`config.mk`:
```
export PLATFORM = sky130hd
export DESIGN_NAME = uart_tx_mmio
export DESIGN_NICKNAME = d
export VERILOG_FILES = /design/src/rtl/uart_tx_mmio.sv
export SDC_FILE = /design/constraint.sdc
export NUM_CORES = 1
export LEC_CHECK = 0
export CAP_MARGIN = 20
export CORE_MARGIN = 5
export CORE_UTILIZATION = 50
export DETAILED_ROUTE_END_ITERATION = 7
export PLACE_DENSITY = 0.81
export SLEW_MARGIN = 20
export SYNTH_ARGS = -nofsm -noshare
export SYNTH_HDL_FRONTEND = slang
export SYNTH_SLANG_ARGS = --single-unit
```
`constraint.sdc`:
```
create_clock -name clk -period 2.4 [get_ports clk]
set_clock_uncertainty 0.05 [all_clocks]
set_input_delay 0.48 -clock clk [delete_from_list [all_inputs] [get_ports clk]]
set_output_delay 0.48 -clock clk [all_outputs]
set_load 0.005 [all_outputs]
```
`src/rtl/uart_tx_mmio.sv`:
```
// uart_tx_mmio: memory-mapped 8N1 UART transmitter with a small TX FIFO.
// Define UART_TX_PARITY_EN to add an even-parity bit before STOP.
module uart_tx_mmio #(
  parameter int DIV_RESET  = 16,
  parameter int FIFO_DEPTH = 4
) (
  input  logic        clk,
  input  logic        rst,
  input  logic        sel,
  input  logic [3:0]  addr,
  input  logic [31:0] wdata,
  input  logic [3:0]  wmask,
  input  logic        ren,
  output logic [31:0] rdata,
  output logic        tx,
  output logic        irq
);

  localparam int AW = $clog2(FIFO_DEPTH);

  typedef enum logic [2:0] {
    IDLE,
    START,
    DATA,
    PARITY,
    STOP
  } state_e;

  state_e      state_q, state_d;
  logic [15:0] div_q, div_d;
  logic [15:0] cnt_q, cnt_d;
  logic [2:0]  idx_q, idx_d;
  logic [7:0]  shift_q, shift_d;
  logic [AW:0] wptr_q, wptr_d;
  logic [AW:0] rptr_q, rptr_d;
  logic        ovf_q, ovf_d;
  logic [31:0] rdata_q, rdata_d;
  logic [7:0]  fifo_q [FIFO_DEPTH];

  logic        a_tx, a_st, a_div;
  logic        tx_wr, st_clr, div_wr;
  logic        full, empty, busy;
  logic        push, pop;
  logic [15:0] reload;
  logic [15:0] div_new;
  logic [7:0]  head;
  logic        unused_bits;

  assign unused_bits = ^{wdata[31:16], wmask[3:2]};

  assign a_tx  = (addr == 4'h0);
  assign a_st  = (addr == 4'h4);
  assign a_div = (addr == 4'h8);

  assign tx_wr  = sel && a_tx && wmask[0] && !rst;
  assign st_clr = sel && a_st && wmask[0] && wdata[3];
  assign div_wr = sel && a_div && (wmask[1:0] != 2'b00);

  assign full  = (wptr_q[AW] != rptr_q[AW]) &&
                 (wptr_q[AW-1:0] == rptr_q[AW-1:0]);
  assign empty = (wptr_q == rptr_q);
  assign busy  = (state_q != IDLE);
  assign irq   = empty && !busy;

  assign push   = tx_wr && !full;
  assign reload = div_q - 16'd1;
  assign head   = fifo_q[rptr_q[AW-1:0]];

  always_comb begin
    wptr_d = wptr_q + {{AW{1'b0}}, push};
    rptr_d = rptr_q + {{AW{1'b0}}, pop};
  end

  always_comb begin
    ovf_d = ovf_q;
    if (st_clr) ovf_d = 1'b0;
    if (tx_wr && full) ovf_d = 1'b1;
  end

  always_comb begin
    div_new = div_q;
    div_d   = div_q;
    if (div_wr) begin
      if (wmask[0]) div_new[7:0]  = wdata[7:0];
      if (wmask[1]) div_new[15:8] = wdata[15:8];
      div_d = (div_new == 16'd0) ? 16'd1 : div_new;
    end
  end

  always_comb begin
    rdata_d = rdata_q;
    if (sel && ren) begin
      unique case (1'b1)
        a_st:    rdata_d = {28'b0, ovf_q, busy, empty, full};
        a_div:   rdata_d = {16'b0, div_q};
        default: rdata_d = 32'd0;
      endcase
    end
  end

  // Data bits rotate rather than shift, so after all 8 bits the
  // shifter holds the original byte again and ^shift_q is its parity.
  always_comb begin
    state_d = state_q;
    cnt_d   = cnt_q;
    idx_d   = idx_q;
    shift_d = shift_q;
    pop     = 1'b0;
    unique case (state_q)
      IDLE: begin
        if (!empty) begin
          pop     = 1'b1;
          shift_d = head;
          cnt_d   = reload;
          state_d = START;
        end
      end
      START: begin
        if (cnt_q == 16'd0) begin
          cnt_d   = reload;
          idx_d   = 3'd0;
          state_d = DATA;
        end else begin
          cnt_d = cnt_q - 16'd1;
        end
      end
      DATA: begin
        if (cnt_q == 16'd0) begin
          cnt_d   = reload;
          idx_d   = idx_q + 3'd1;
          shift_d = {shift_q[0], shift_q[7:1]};
          if (idx_q == 3'd7) begin
`ifdef UART_TX_PARITY_EN
            state_d = PARITY;
`else
            state_d = STOP;
`endif
          end
        end else begin
          cnt_d = cnt_q - 16'd1;
        end
      end
      PARITY: begin
        if (cnt_q == 16'd0) begin
          cnt_d   = reload;
          state_d = STOP;
        end else begin
          cnt_d = cnt_q - 16'd1;
        end
      end
      STOP: begin
        if (cnt_q == 16'd0) begin
          if (!empty) begin
            pop     = 1'b1;
            shift_d = head;
            cnt_d   = reload;
            state_d = START;
          end else begin
            state_d = IDLE;
          end
        end else begin
          cnt_d = cnt_q - 16'd1;
        end
      end
      default: state_d = IDLE;
    endcase
  end

  always_comb begin
    unique case (state_q)
      START:   tx = 1'b0;
      DATA:    tx = shift_q[0];
      PARITY:  tx = ^shift_q;
      default: tx = 1'b1;
    endcase
  end

  assign rdata = rdata_q;

  always_ff @(posedge clk) begin
    if (rst) begin
      state_q <= IDLE;
      div_q   <= 16'(DIV_RESET);
      cnt_q   <= 16'd0;
      idx_q   <= 3'd0;
      shift_q <= 8'd0;
      wptr_q  <= '0;
      rptr_q  <= '0;
      ovf_q   <= 1'b0;
      rdata_q <= 32'd0;
    end else begin
      state_q <= state_d;
      div_q   <= div_d;
      cnt_q   <= cnt_d;
      idx_q   <= idx_d;
      shift_q <= shift_d;
      wptr_q  <= wptr_d;
      rptr_q  <= rptr_d;
      ovf_q   <= ovf_d;
      rdata_q <= rdata_d;
    end
  end

  // Storage is not reset; only the pointers define its contents.
  always_ff @(posedge clk) begin
    if (push) fifo_q[wptr_q[AW-1:0]] <= wdata[7:0];
  end

endmodule

```
==> flow_summary_export.csv <==
group,metric,value,unit
route,via_per_inst,6.09,
route,drc_errors,2,
outcome,status,"finished, violations left",
power_and_ir_drop,switching_share,43.2,%
floorplan,rows,38,
floorplan,die_height,114,um
route,dr.pass1.iters,8,
finish,nFillCells,864,
grt,grt_usage,22.3,%
logic_synthesis,synthFlopType,"dfxtp_1",
clock_tree,root_buffer,"clkbuf_8",
route,ant_nets,0,
critical_path,cp.required,2.65,ns
route,drt_iter0_markers,570,
timing,period_needed,2.31,ns
route,vias,4868,
power_and_ir_drop,switchingPower,3.27,mW
placed_design,place_ws,-0.123,ns
floorplan,initial_core_util,50.8,%
timing,post-route-period-util,96.1,%
min_path,min_path_cells,2,
logic_synthesis,synth_cell_types,68,
route,drt-total-wl,14.5,mm
critical_path,path_max_fanout,8,
finish,multi_input_area,2910,um^2
power_and_ir_drop,peakVddDrop,0.648,mV
finish,area_delta_synth_final,21.4,%
finish,final_cell_mix,"nor2_1 (77), dfxtp_1 (60), buf_4 (57), clkdlybuf4s50_1 (40), nand2_1 (36)",
grt,grt_antenna_before_repair,0,
power_and_ir_drop,power_density,1140,nW/um^2
power_and_ir_drop,clkPwrFrac,13.7,%
critical_path,crit_path_start_kind,"register",
power_and_ir_drop,p_seq_share,28.8,%
finish,ff_latch_area,2360,um^2
min_path,hp-class,"reg2reg",
finish,final_common_cell,"nor2_1",
finish,antennaDiodeCount,0,
finish,nets,707,
floorplan,die-area,13100,um^2
placed_design,place.gp.congestion,0.962,
placed_design,placed_area,6290,um^2
critical_path,slowest_stage,"dfxtp_1",
logic_synthesis,ys_seq_area_share,42.9,%
floorplan,die-width,114,um
critical_path,r2r_cells,10,
timing,setup_violations,0,
power_and_ir_drop,power_frac_comb,57.5,%
logic_synthesis,yosys_warnings,0,
critical_path,worstPathCellList,"inv_1 > ha_4 > nor4b_4 > nand4_1 > buf_6 > a211o_1 > a21oi_4 > buf_12 > nor2_1 > a211oi_2",
grt,grt_pass1_vias,4708,
timing,drv_slew,0,
finish,stdcell_area,6620,um^2
floorplan,core-area,10700,um^2
timing,maxSlewHeadroom,58.9,%
critical_path,worstPathArrival,2.56,ns
grt,grt-ovfl-total,0,
timing,fmax,433,MHz
critical_path,critPathKind,"reg2reg",
clock_tree,numCtsBuffers,9,
critical_path,end_kind,"register",
clock_tree,htree_levels,3,
logic_synthesis,synthArstFlopShare,0,%
power_and_ir_drop,power.total,7.56,mW
logic_synthesis,syn_area_per_cell,9.49,um^2
placed_design,place_hpwl,10.4,mm
power_and_ir_drop,power_leakage,2.47,nW
timing,finalHoldViolCount,0,
route,wl_per_cell,18.2,um
clock_tree,clock_sinks,101,
clock_tree,clk_latency,0.38,ns
timing,layout_setup_ws,0.0926,ns
clock_tree,cts_tree,"built",
outcome,violations,"DRC",
critical_path,cpPeakStageDelay,0.32,ns
timing,fin_tns_setup,0,ns
timing,worst_slew_pin_slew,0.617,ns
logic_synthesis,ys_seq_elements,101,
job,cap_violations,0,
grt,grt_start_max_net_pins,37,
power_and_ir_drop,p_int,4.30,mW
logic_synthesis,syn_area,5450,um^2
clock_tree,clk_path_buf_depth,2,
grt,grt_pass1_wl,23.5,mm
logic_synthesis,postSynthCellCount,575,
finish,drive_gt1_share,19.0,%
floorplan,ioPinCount,78,
placed_design,portBuffers,43,
logic_synthesis,synth_edf_count,32,
clock_tree,clk_pin_slew,0.11,ns
## path summary, 6_finish.rpt
kind	to	startpoint	slack [ns]
max	shift_q[5]	cnt_q[1]	0.09
min	idx_q[1]	idx_q[1]	0.44
max reg2reg	shift_q[5]	cnt_q[1]	0.09
min reg2reg	idx_q[1]	idx_q[1]	0.44
## per-layer routing
metal  vias to the layer above  GRT usage [%]  wire [um]
met5                         -              0          0
met4                         0           7.60        312
met1                      2336           29.1       6050
li1                       2269              -          -
met2                       227           37.8       7130
met3                        36           3.59       1030
## Yosys cell counts, types with 4 or more instances
cell type	n	area [um^2]
nor2_1	77	289
dfxtp_1	69	1380
nand2_1	36	135
edfxtp_1	32	961
mux2i_1	25	250
o21ai_0	25	125
a21oi_1	22	110
buf_4	19	143
clkbuf_1	19	71.3
nor3_1	19	95.1
xnor2_1	19	166
a22oi_1	18	135
nand3_1	17	85.1
nor4_1	13	81.3
a31oi_1	10	62.6
nand4_1	10	62.6
ha_1	9	113
a211oi_1	8	60.1
mux4_2	8	180
buf_2	7	35.0
xor2_1	7	61.3
inv_1	6	22.5
nor2b_1	6	37.5
or3_1	6	37.5
o22ai_1	5	31.3
a22o_1	4	35.0
a311oi_1	4	35.0
and3_1	4	25.0
buf_1	4	15.0
## cell type report
type | instances | area share, %
tap | 140 | 2.65
multi-input combinational | 428 | 44.0
inverter | 8 | 0.454
clock inverter | 7 | 0.831
sequential | 101 | 35.6
timing repair buffer | 106 | 14.6
clock buffer | 9 | 1.87
## sequential cells by signal, summed over array words and instances, names as in the netlist
name and flops:
fifo_q 32, cnt_q 16, wptr_q 3, idx_q 3, shift_q 8, div_q 16
state_q 3, ovf_q 1, rptr_q 3, rdata 16
## logic make-up after synthesis
| family | after synthesis | share of synthesized area, % |
|---|---|---|
| AO/OA/AOI/OAI | 130 | 16.4 |
| XOR/XNOR | 26 | 4.18 |
| adder cells (fa/ha/maj) | 9 | 2.06 |
| buffers and inverters | 61 | 6.10 |
| flip-flops | 101 | 42.9 |
| multiplexers | 33 | 7.89 |
| other | 1 | 0.0688 |
| AND/OR/NAND/NOR | 214 | 20.3 |
## power by group through the flow
stage,combinational (mW),sequential [mW],clock (mW)
floorplan,2.79,2.11,0
global placement,3.80,2.17,0
detailed placement,3.89,2.18,0
CTS,3.93,2.17,1.03
global route,4.70,2.21,1.11
finish,4.35,2.18,1.04
## worst max-delay path, delay by kind of cell (launching register included)
kind / cells / cell delay [ns]
and+or+nand+nor: 3 / 0.48
buffers and inverters: 3 / 0.48
AOI/OAI and AO/OA: 3 / 0.74
DFF: 1 / 0.32
adders and majority gates: 1 / 0.15
## timing repair
item / in CTS / in global routing
setup buffers: 1 / 4
gates resized for setup: 13 / 13
endpoints found under the setup margin: 5 / 51
hold buffers: 0 / 0
pin swaps: 3 / 7
cloned: 0 / 1
## through the flow
| stage | std cells | util [%] | hold slack [ns] |
|---|---|---|---|
| floorplan | 590 | - | 0.403 |
| global placement | 777 | 58.5 | 0.411 |
| detailed placement | 777 | 58.5 | 0.422 |
| CTS | 794 | 60.5 | 0.437 |
| global route | 799 | 61.6 | 0.466 |
| finish | 799 | 61.6 | 0.437 |
(Power assumes the default switching activity.)
